File: src/rtl/btn_debounce_rate_sel_pkg.sv
// Shared types and helpers for the button debouncer / rate selector.
// State encoding plus a millisecond-to-cycle conversion.
package btn_debounce_pkg;

    typedef enum logic [1:0] {
        IDLE,
        DEB_PRESS,
        HELD,
        DEB_REL
    } state_e;

    function automatic int unsigned ms_to_cycles(
        input int unsigned clk_hz,
        input int unsigned ms
    );
        return clk_hz / 1000 * ms;
    endfunction

endpackage

File: src/rtl/btn_debounce_rate_sel_sync_2ff.sv
// Two-flop synchronizer for the raw asynchronous button input.
// Cleared by the same synchronous active-low reset as the rest of the block.
module sync_2ff (
    input  logic clk,
    input  logic rst,
    input  logic d,
    output logic q
);

    logic meta_d, meta_q;
    logic sync_d, sync_q;

    // Shift the input one stage per clock
    always_comb begin
        meta_d = d;
        sync_d = meta_q;
    end

    // Synchronizer stages, cleared while rst is low
    always_ff @(posedge clk) begin
        if (!rst) begin
            meta_q <= 1'b0;
            sync_q <= 1'b0;
        end else begin
            meta_q <= meta_d;
            sync_q <= sync_d;
        end
    end

    assign q = sync_q;

endmodule

File: src/rtl/btn_debounce_rate_sel.sv
// Button debouncer emitting press/release pulses and a wrapping 2-bit rate index.
// Optional long-press detection is built when LONG_PRESS_EN is defined.
module btn_debounce_rate_sel
    import btn_debounce_pkg::*;
#(
    parameter int unsigned CLK_HZ      = 50_000_000,
    parameter int unsigned DEBOUNCE_MS = 20,
    parameter int unsigned LONG_MS     = 1000
) (
    input  logic       clk,
    input  logic       rst,
    input  logic       btn_in,
    output logic       btn_level,
    output logic       press_pulse,
    output logic       release_pulse,
    output logic [1:0] rate_sel,
    output logic       long_pulse
);

    localparam int unsigned DB_CYCLES   = ms_to_cycles(CLK_HZ, DEBOUNCE_MS);
    localparam int unsigned LONG_CYCLES = ms_to_cycles(CLK_HZ, LONG_MS);
    localparam int unsigned DB_W =
        (DB_CYCLES > 1) ? $clog2(DB_CYCLES) : 1;
    localparam logic [DB_W-1:0] DB_LAST = DB_W'(DB_CYCLES - 1);

    // Elaboration-time sanity: long press must outlast the debounce window
    if (LONG_CYCLES <= DB_CYCLES) begin : g_bad_long
        $error("LONG_MS must exceed DEBOUNCE_MS");
    end

    logic btn_s;

    sync_2ff u_sync (
        .clk (clk),
        .rst (rst),
        .d   (btn_in),
        .q   (btn_s)
    );

    state_e          state_d, state_q;
    logic [DB_W-1:0] cnt_d, cnt_q;
    logic [1:0]      rate_d, rate_q;
    logic            press_d, press_q;
    logic            rel_d, rel_q;
    logic            level_d, level_q;

`ifdef LONG_PRESS_EN
    localparam int unsigned LONG_W =
        (LONG_CYCLES > 1) ? $clog2(LONG_CYCLES) : 1;
    localparam logic [LONG_W-1:0] LONG_LAST = LONG_W'(LONG_CYCLES - 1);

    logic [LONG_W-1:0] lcnt_d, lcnt_q;
    logic              fired_d, fired_q;
    logic              long_d, long_q;
`endif

    // Next-state, debounce counter, pulses and rate index
    always_comb begin
        state_d = state_q;
        cnt_d   = cnt_q;
        rate_d  = rate_q;
        press_d = 1'b0;
        rel_d   = 1'b0;
        unique case (state_q)
            IDLE: begin
                if (btn_s) begin
                    state_d = DEB_PRESS;
                    cnt_d   = '0;
                end
            end
            DEB_PRESS: begin
                if (!btn_s) begin
                    state_d = IDLE;
                    cnt_d   = '0;
                end else if (cnt_q == DB_LAST) begin
                    state_d = HELD;
                    cnt_d   = '0;
                    press_d = 1'b1;
                    rate_d  = rate_q + 2'd1;
                end else begin
                    cnt_d = cnt_q + 1'b1;
                end
            end
            HELD: begin
                if (!btn_s) begin
                    state_d = DEB_REL;
                    cnt_d   = '0;
                end
            end
            DEB_REL: begin
                if (btn_s) begin
                    state_d = HELD;
                    cnt_d   = '0;
                end else if (cnt_q == DB_LAST) begin
                    state_d = IDLE;
                    cnt_d   = '0;
                    rel_d   = 1'b1;
                end else begin
                    cnt_d = cnt_q + 1'b1;
                end
            end
            default: begin
                state_d = IDLE;
                cnt_d   = '0;
            end
        endcase
        level_d = (state_d == HELD) || (state_d == DEB_REL);
`ifdef LONG_PRESS_EN
        // Hold timer restarts only on a fresh press, pauses in DEB_REL
        lcnt_d  = lcnt_q;
        fired_d = fired_q;
        long_d  = 1'b0;
        if (state_q == DEB_PRESS && state_d == HELD) begin
            lcnt_d  = '0;
            fired_d = 1'b0;
        end else if (state_q == HELD && !fired_q) begin
            if (lcnt_q == LONG_LAST) begin
                long_d  = 1'b1;
                fired_d = 1'b1;
                rate_d  = 2'd0;
            end else begin
                lcnt_d = lcnt_q + 1'b1;
            end
        end
`endif
    end

    // FSM and registered outputs
    always_ff @(posedge clk) begin
        if (!rst) begin
            state_q <= IDLE;
            cnt_q   <= '0;
            rate_q  <= 2'd0;
            press_q <= 1'b0;
            rel_q   <= 1'b0;
            level_q <= 1'b0;
        end else begin
            state_q <= state_d;
            cnt_q   <= cnt_d;
            rate_q  <= rate_d;
            press_q <= press_d;
            rel_q   <= rel_d;
            level_q <= level_d;
        end
    end

`ifdef LONG_PRESS_EN
    // Long-press timer state
    always_ff @(posedge clk) begin
        if (!rst) begin
            lcnt_q  <= '0;
            fired_q <= 1'b0;
            long_q  <= 1'b0;
        end else begin
            lcnt_q  <= lcnt_d;
            fired_q <= fired_d;
            long_q  <= long_d;
        end
    end

    assign long_pulse = long_q;
`else
    assign long_pulse = 1'b0;
`endif

    assign btn_level     = level_q;
    assign press_pulse   = press_q;
    assign release_pulse = rel_q;
    assign rate_sel      = rate_q;

endmodule

File: config.mk
export PLATFORM = sky130hd
export DESIGN_NAME = btn_debounce_rate_sel
export DESIGN_NICKNAME = d
export VERILOG_FILES = /design/src/rtl/btn_debounce_rate_sel_pkg.sv /design/src/rtl/btn_debounce_rate_sel_sync_2ff.sv /design/src/rtl/btn_debounce_rate_sel.sv
export SDC_FILE = /design/constraint.sdc
export NUM_CORES = 1
export LEC_CHECK = 0
export CORE_ASPECT_RATIO = 0.7
export CORE_MARGIN = 2
export CORE_UTILIZATION = 40
export DETAILED_ROUTE_END_ITERATION = 10
export GPL_ROUTABILITY_DRIVEN = 0
export MAX_ROUTING_LAYER = met4
export RECOVER_POWER = 25
export SETUP_SLACK_MARGIN = 0.2
export SLEW_MARGIN = 25
export SYNTH_ARGS = -nofsm -noshare
export SYNTH_HDL_FRONTEND = slang
export SYNTH_HIERARCHICAL = 1
export SYNTH_SLANG_ARGS = --single-unit
File: constraint.sdc
create_clock -name clk -period 5.5 [get_ports clk]
set_input_delay 1.1 -clock clk [delete_from_list [all_inputs] [get_ports clk]]
set_output_delay 1.1 -clock clk [all_outputs]
set_load 0.1 [all_outputs]
==> out/metrics.csv <==
metric,value,unit
seq_area_frac_synth,42.7,%
path_cells,clkdlybuf4s50_1,
leakagePower,0.000543,µW
grt_pass1_wl,4540,µm
synth_edf_count,0,
numCtsBuffers,5,
die_y,52.8,µm
fin_setup_tns,0,ns
root_buffer,clkbuf_8,
cts_setup_buffers,0,
cts_hold_buf,0,
clk_path_buf_depth,2,
async_flop_share,0,%
p_seq_share,51.3,%
p_comb_share,3.1,%
critPathMaxFanout,3,
timing.hold.ws,0.441,ns
crit_type,flip-flop to output port,
syn_to_final_growth,14.0,%
synth_nets,158,
hpwl,1970,µm
p_clk_share,45.6,%
grtUsageTotal,16.2,%
yosysTopAreaCell,dfxtp_1,
cts.sinks,29,
cp_slowest_stage_delay,1.13,ns
power,413,µW
maxSlewViolCount,0,
drc,0,
cp_data_required_time,4.40,ns
die_x,73.7,µm
relSlewSlack,34.7,%
reg2reg_setup_slack,2.84,ns
finalNetCount,167,
drt_first_pass_iters,4,
cpLargestDelayFamily,buffers and inverters,
dieArea,3890,µm²
totalWireLength,2750,µm
synth-seq-cells,29,
endpoint_kind,output port,
final_common_cell,dfxtp_1,
worstPathArrival,1.73,ns
via_per_inst,5.48,
path_buf_inv,1,
fmax,353,MHz
slowest_stage,clkdlybuf4s50_1,
cts_tree,done,
ys_types,37,
grt_pass1_vias,909,
setup-violations-final,0,
synth_top_area_share,42.7,%
post-route-util,48.5,%
worst_pin_slew,0.977,ns
ys.flop_type,dfxtp_1,
diodes,0,
postSynthCellCount,154,
drt_iter0_drc,109,
ys_warn_count,6,
io_pins,9,
maxCapViolCount,0,
p_int,327,µW
hold_violations,0,
netlist_top_cells_area,"dfxtp_1 (43%), nand3_1 (4.8%), a31oi_1 (4.6%)",
rsz0062_at_grt,false,
clock_latency,0.27,ns
mostFrequentLayoutCells,"dfxtp_1 (29), nand2_1 (14), nand3_1 (13), nor2_1 (12), a31oi_1 (10)",
drive_gt1_share,9.76,%
antenna_found_initial,0,
clock_skew,0.00508,ns
nFillCells,298,
grt_max_degree,29,
p_sw,85.7,µW
portBuffers,7,
vias,1106,
finalCritPeriodShare,51.5,%
min_period,2.83,ns
switching_share,20.8,%
fp-row-count,17,
h-tree-depth,2,
wire_per_inst,13.6,µm
startpoint_type,flip-flop,
drt.antenna.violating_nets,0,
grt-ovfl-total,0,
core_area,3190,µm²
clkSlewWorstSetupHoldPaths,0.06,ns
synth.avg_cell_area,8.82,µm²
ir_drop,0.211,mV
netlist_area,1360,µm²
min_path_type,flip-flop to flip-flop,
cts_resized,0,
status,completed,
power_density,266,nW/µm²
initial_utilization,42.6,%
state kept, by name, indices dropped and copies added, names as in the netlist:
register / flops
u_sync/q: 1
rate_sel: 2
state_q: 2
u_sync/meta_q: 1
release_pulse: 1
cnt_q: 20
btn_level: 1
press_pulse: 1
worst paths after layout:
check,startpoint,end,cells past startpoint
worst min-delay path,u_sync/meta_q$_SDFF_PN0_,u_sync/q$_SDFF_PN0_,1
worst max register to register,cnt_q[0]$_SDFFE_PN0P_,cnt_q[17]$_SDFFE_PN0P_,6
worst min register to register,u_sync/meta_q$_SDFF_PN0_,u_sync/q$_SDFF_PN0_,1
worst max-delay path,rate_sel[1]$_SDFFE_PN0P_,rate_sel[1],1
logic make-up (layout without fill, tap and decap cells):
kind of cell               Yosys count  count (layout)  share of synthesized area [%]
buffers and inverters                8              18                           2.76
adders and majority gates            1               1                          0.921
AOI/OAI and AO/OA                   34              34                           16.3
other                                1               1                          0.276
xor gates and xnor gates             7               7                           4.51
DFF                                 29              29                           42.7
muxes                                5               5                           3.78
and+or+nand+nor                     69              69                           28.7
power groups by stage:
stage | Combinational (µW) | Sequential, µW | Clock (µW)
floorplan | 8.92 | 216 | 0
global placement | 12.3 | 216 | 0
detailed placement | 13.0 | 216 | 0
CTS | 13.0 | 212 | 194
global route | 14.0 | 212 | 208
finish | 12.8 | 212 | 188
worst reg2reg max path, cell delays in order (launching register included):
cell	delay [ns]
dfxtp_1	0.38
ha_1	0.21
nand3_1	0.24
nor4_1	0.83
a21oi_4	0.36
and3_1	0.29
a221o_1	0.25
area by class of cell:
class	count	area, µm²	share of cell area (%)
well taps	38	47.5	3.07
inverters	3	11.3	0.727
multi-input cells	117	738	47.7
clock buffers	7	96.3	6.22
flip-flops and latches	29	581	37.5
repair buffers	7	70.1	4.52
clock inverters	1	5.00	0.323
cell usage after synthesis, drive strengths merged (3+ instances only):
cell     n
nor3     5
dfxtp   29
a31oi   10
a21oi   10
inv      3
and2     5
and3     4
a22o     5
nand2   14
mux2i    4
nor2    12
xor2     3
nand4    5
nand3   13
clkbuf   3
o21ai    5
xnor2    4
through the flow:
step	area, µm²	worst slack, ns	cells
floorplan	1360	3.41	154
global route	1550	2.57	202
detailed placement	1460	2.29	194
CTS	1560	2.58	202
finish	1550	2.67	202
global placement	1450	2.33	194
routing by layer:
layer,vias up,GRT usage [%],share of wire (%)
met5,-,-,0
met4,0,4.55,0.65
met3,2,5.19,4.4
met2,22,19.3,39
met1,505,24.9,56
li1,577,-,-
No activity file was read; power rests on OpenSTA's default activity.
